--- config.mk ---
export PLATFORM = sky130hd
export DESIGN_NAME = karlsen_cv_conditioner
export DESIGN_NICKNAME = d
export VERILOG_FILES = /design/src/rtl/karlsen_pkg.sv /design/src/rtl/exp_lut_interp.sv /design/src/rtl/karlsen_cv_conditioner.sv
export SDC_FILE = /design/constraint.sdc
export NUM_CORES = 1
export LEC_CHECK = 0
export BUFFER_PORTS_ARGS = -buffer_cell sky130_fd_sc_hd__buf_2
export CORE_UTILIZATION = 65
export CTS_CLUSTER_DIAMETER = 40
export DETAILED_ROUTE_END_ITERATION = 10
export PLACE_DENSITY = 0.92
export SETUP_SLACK_MARGIN = 0.2
export SYNTH_ARGS = -nofsm -noshare
export SYNTH_HDL_FRONTEND = slang
export SYNTH_HIERARCHICAL = 1
export SYNTH_SLANG_ARGS = --single-unit
--- constraint.sdc ---
create_clock -name clk -period 15.85 [get_ports clk]
set_input_delay 1.585 -clock clk [delete_from_list [all_inputs] [get_ports clk]]
set_output_delay 1.585 -clock clk [all_outputs]
set_load 0.005 [all_outputs]
--- src/rtl/karlsen_pkg.sv ---
// Shared constants, state encoding and helpers for the Karlsen CV conditioner.
// The exponential table spans 8 octaves in 17 half-octave points.
package karlsen_pkg;

  localparam int FRAC_BITS = 11;
  localparam int IDX_BITS  = 4;

  // t[k] = round(32767 * 2^((k-16)/2))
  localparam logic [15:0] G_TABLE [17] = '{
    16'd128,   16'd181,   16'd256,   16'd362,
    16'd512,   16'd724,   16'd1024,  16'd1448,
    16'd2048,  16'd2896,  16'd4096,  16'd5792,
    16'd8192,  16'd11585, 16'd16384, 16'd23170,
    16'd32767
  };

  typedef enum logic [2:0] {
    IDLE    = 3'd0,
    CAPTURE = 3'd1,
    SLEW    = 3'd2,
    LUT     = 3'd3,
    INTERP  = 3'd4,
    COMMIT  = 3'd5
  } cvc_state_t;

  function automatic int sat(input int v, input int lo, input int hi);
    if (v < lo) return lo;
    if (v > hi) return hi;
    return v;
  endfunction

endpackage

--- src/rtl/exp_lut_interp.sv ---
// Octave-linear control mapping: table fetch at the top index bits and linear
// interpolation on the fractional bits. Purely combinational.
module exp_lut_interp
  import karlsen_pkg::*;
#(
  parameter int W = 16
) (
  input  logic [W-2:0] cut,
  output logic [W-1:0] gi
);

  logic [IDX_BITS:0]    idx;
  logic [FRAC_BITS-1:0] frac;
  logic [15:0]          t_lo;
  logic [15:0]          t_hi;

  assign idx  = {1'b0, cut[W-2 -: IDX_BITS]};
  assign frac = cut[FRAC_BITS-1:0];
  assign t_lo = G_TABLE[idx];
  assign t_hi = G_TABLE[idx + 1'b1];

  // Table is monotonic, so the slope term is never negative.
  assign gi = W'(int'(t_lo) + (((int'(t_hi) - int'(t_lo)) * int'(frac)) >>> FRAC_BITS));

endmodule

--- src/rtl/karlsen_cv_conditioner.sv ---
// Per-sample cutoff/resonance conditioning for the Karlsen ladder stage.
// g and resonance update together on one edge, with a re-timed sample strobe.
module karlsen_cv_conditioner
  import karlsen_pkg::*;
#(
  parameter int W         = 16,
  parameter int SLEW_STEP = 1024,
  parameter int RES_SHIFT = 2,
  parameter int RES_MAX   = 16383,
  parameter int LAT       = 5
) (
  input  logic         clk,
  input  logic         rst,
  input  logic         sample_clk,
  input  logic [W-1:0] cutoff_cv,
  input  logic [W-1:0] resonance_cv,
  output logic [W-1:0] g,
  output logic [W-1:0] resonance,
  output logic         sample_clk_out,
  output logic [2:0]   fsm_state
);

  localparam int CUT_MAX = 2 ** (W - 1) - 1;

  cvc_state_t          state;
  logic                prev;
  logic                toggle;
  logic [2:0]          age;
  logic signed [W-1:0] cap_cut;
  logic signed [W-1:0] cap_res;
  logic signed [W:0]   d;
  logic signed [W-1:0] res_tgt;
  logic signed [W-1:0] cut_s;
  logic signed [W-1:0] res_s;
  logic signed [W-1:0] cut_n;
  logic signed [W-1:0] res_n;
  logic [W-1:0]        gi;
  logic [W-1:0]        gi_r;

  assign toggle    = (sample_clk != prev);
  assign fsm_state = state;

  exp_lut_interp #(.W(W)) u_lut (
    .cut (cut_n[W-2:0]),
    .gi  (gi)
  );

  always_ff @(posedge clk or negedge rst) begin
    if (!rst) begin
      state          <= IDLE;
      prev           <= 1'b0;
      age            <= 3'd0;
      cap_cut        <= '0;
      cap_res        <= '0;
      d              <= '0;
      res_tgt        <= '0;
      cut_s          <= '0;
      res_s          <= '0;
      cut_n          <= '0;
      res_n          <= '0;
      gi_r           <= '0;
      g              <= '0;
      resonance      <= '0;
      sample_clk_out <= 1'b0;
    end else begin
      prev <= sample_clk;
      if (toggle) begin
        // A new sample always wins, even mid-pass: the old pass is dropped.
        state   <= CAPTURE;
        cap_cut <= cutoff_cv;
        cap_res <= resonance_cv;
        age     <= 3'd1;
      end else begin
        if (state != IDLE) age <= age + 3'd1;
        case (state)
          IDLE: begin
          end
          CAPTURE: begin
            d       <= (W+1)'(sat(sat(int'(cap_cut), 0, CUT_MAX) - int'(cut_s),
                                  -SLEW_STEP, SLEW_STEP));
            res_tgt <= W'(sat(int'(cap_res), 0, RES_MAX));
            state   <= SLEW;
          end
          SLEW: begin
            cut_n <= W'(int'(cut_s) + int'(d));
            res_n <= W'(int'(res_s) + ((int'(res_tgt) - int'(res_s)) >>> RES_SHIFT));
            state <= LUT;
          end
          LUT: begin
            // cut_n is held from here to commit, giving the table path a full cycle.
            state <= INTERP;
          end
          INTERP: begin
            gi_r  <= gi;
            state <= COMMIT;
          end
          COMMIT: begin
            assert (int'(age) == LAT);
            g              <= gi_r;
            resonance      <= res_n;
            cut_s          <= cut_n;
            res_s          <= res_n;
            sample_clk_out <= ~sample_clk_out;
            age            <= 3'd0;
            state          <= IDLE;
          end
          default: state <= IDLE;
        endcase
      end
    end
  end

endmodule

==> run metrics <==
Post-Syn Area=~0.018 mm^2; Reg clk slew, reported paths=about 80 ps; Inserted Diodes=0; Worst path most repeated cell=fa_1; Root Buffer=clkbuf_16; Final Worst Setup Slack=between 4000 and 5000 ps; sequential fraction of the synthesis area=0.232; hold wc startpoint=sample_clk_out$_DFFE_PN0P_; Initial Util=0.670; worst path bufs/invs=4; CTS buffer count=17; Crit path arrival time=11,380 ps; Final Skew=roughly 16 ps; final core occ=0.714; status=finished, final reports clean; FMAX=about 0.09 GHz; DR vias=13,900; drt pass-1 iters=5; dpl ws=between 5000 and 6000 ps; grt total ovfl=0; minimum clock period=11,070 ps; max-cap violation count=0; die height=167 um; CP startpoint=cut_n[13]$_DFFE_PN0P_; CTS tree=done; CTS H-tree depth=4; syn nets=between 2,000 and 2,500; Mapped Avg Cell Area=between 9 and 10 um^2; clk_lat worst skew=between 400 and 500 ps; Hold Worst Slack=~470 ps; GRT Resource Usage Total=0.311; ANT nets after route=0; #FFs+latches synth=around 160; Die Wd=167 um; initial antenna violation count=0; CP endpoint kind=flip-flop; Post-synth top flop=dfrtp_1; hold_buf cts=0; HPWL Detailed=between 30 and 40 mm; relative slew slack=0.158; Worst Path Required=~16,000 ps; port bufs=70; final hold vios=0; Worst R2R Start=cut_n[13]$_DFFE_PN0P_; yosys warns=6; Yosys cell types=85; Core ar.=around 0.026 mm^2; RSZ-0062 raised after global routing=no; TritonCTS Sinks=164; CTS resizes=0; Critical Path Start Type=flip-flop; largest net degree at the start of global routing=between 100 and 150; wire per inst=18.4 um; FFs w/ async S/R, synth=1.00; R2R Setup Slk=between 4000 and 5000 ps; cell row count=between 50 and 60; DR vias/cell=between 6 and 7; Cells after Synth=roughly 1,900; Setup Buffers After CTS=0; TNS Setup=0 ps; layout cells sized above 1=0.128; fin crit share=0.698; Slowest Stage Delay on Critical Path=700 ps; Routed WL=41.9 mm; CP max-delay cell=dfrtp_1; vias in the first global route=~14,000; critical path's top delay family=adder cells; CP Class=flip-flop to flip-flop; initial drt markers=between 1,000 and 1,500; worst slew pin tran=1250 ps; EDFF count, synth=0; die footprint=between 0.02 and 0.03 mm^2; critical path peak fanout=19; routability cong.=0.956; Final #Nets=between 2,000 and 2,500; Syn-to-layout area delta=6.50%; final setup vio count=0; # IOs=71; clk buf depth=2; Slew Limit Fails=0; hold crit path type=flip-flop to flip-flop; Residual DRC=0; first-pass GRT wire length=roughly 70 mm
==> metrics by stage <==
step                      instances  area (um^2)
after global placement         2242        18200
after global routing           2274        18800
after CTS                      2274        18800
after floorplan                1910        17700
final                          2274        18800
after detailed placement       2242        18200
==> worst paths after layout <==
check	to	depth (start not counted)
max	gi_r[15]$_DFFE_PN0P_	38
min	sample_clk_out$_DFFE_PN0P_	1
max reg2reg	gi_r[15]$_DFFE_PN0P_	38
min reg2reg	sample_clk_out$_DFFE_PN0P_	1
max in group asynchronous	res_s[14]$_DFFE_PN0P_	2
min in group asynchronous	cap_res[13]$_DFFE_PN0N_	1
==> cell usage after synthesis, types with 8 or more instances <==
cell type,n,area share
inv_1,288,0.061
nand2_1,222,0.047
fa_1,166,0.19
dfrtp_1,164,0.23
ha_1,152,0.11
mux2_2,105,0.067
clkbuf_1,73,0.016
nor2_1,70,0.015
o21ai_0,63,0.018
a21oi_1,57,0.016
xnor2_1,55,0.027
and2_1,51,0.018
xor2_1,43,0.021
nand3_1,33,0.0094
nor2b_1,31,0.011
nand2b_1,30,0.011
a21o_1,28,0.012
nor3_1,22,0.0062
o31ai_1,22,0.0094
o21ai_1,19,0.0054
a211oi_1,17,0.0072
nor3b_1,15,0.0064
a31oi_1,12,0.0043
o21a_1,12,0.0051
o21bai_1,11,0.0047
a32oi_1,10,0.0050
and3_1,8,0.0028
mux2i_1,8,0.0045
or3_1,8,0.0028
==> flip-flops by register name, indices dropped and copies added, names as in the netlist <==
signal and flops:
g 16, cut_s 16, res_n 16, cap_cut 16, res_tgt 15, cap_res 16, sample_clk_out 1, cut_n 16
res_s 16, gi_r 16, d 16, prev 1, fsm_state 3
==> area by class of cell <==
class | instances | area, um^2
clock buffer | 18 | 439
clock inverter | 14 | 161
fill | 1865 | 7550
inverter | 288 | 1080
multi-input combinational | 1376 | 12200
sequential | 164 | 4100
tap | 335 | 419
timing repair buffer | 79 | 424
==> kinds of logic after synthesis <==
logic type               count (synthesis)  share of synthesized area
XOR/XNOR                                98                     0.0486
adder cells (fa/ha/maj)                318                      0.296
AND/OR/NAND/NOR                        523                      0.145
flip-flops                             164                      0.232
buffers and inverters                  370                     0.0796
multiplexers                           119                     0.0753
AO/OA/AOI/OAI                          318                      0.124
==> per-layer routing <==
metal,share of wire,global-route usage,vias to the layer above
met5,0,0,-
li1,-,-,6349
met1,0.40,0.381,6917
met2,0.51,0.554,507
met4,0.040,0.136,0
met3,0.051,0.0349,133
==> placed cells by master, fill, tap and decap left out, types with 6 or more instances in the layout <==
cell,netlist,final
xor2_1,43,42
nand2_1,222,221
a31oi_1,12,12
dfrtp_1,164,164
and2_1,51,51
nor2_1,70,70
o21ai_1,19,19
mux2i_1,8,8
fa_1,166,166
nor3_1,22,22
inv_1,288,288
buf_4,1,9
a21o_1,28,28
xnor2_1,55,55
buf_2,4,69
or3_1,8,8
clkbuf_16,0,17
nor3b_1,15,15
nand2b_1,30,30
a211oi_1,17,17
a32oi_1,10,10
a21oi_1,57,57
mux2_1,6,6
a221oi_1,6,6
and3_1,8,8
o21bai_1,11,11
nor2b_1,31,31
nand3_1,33,33
o31ai_1,22,22
o21ai_0,63,63
o21a_1,12,12
mux2_2,105,105
ha_1,152,152
nor4b_1,7,7
Power is left out: the tool's default activity adds up to more than one toggle a clock period on the data nets, which glitch-free logic cannot reach.
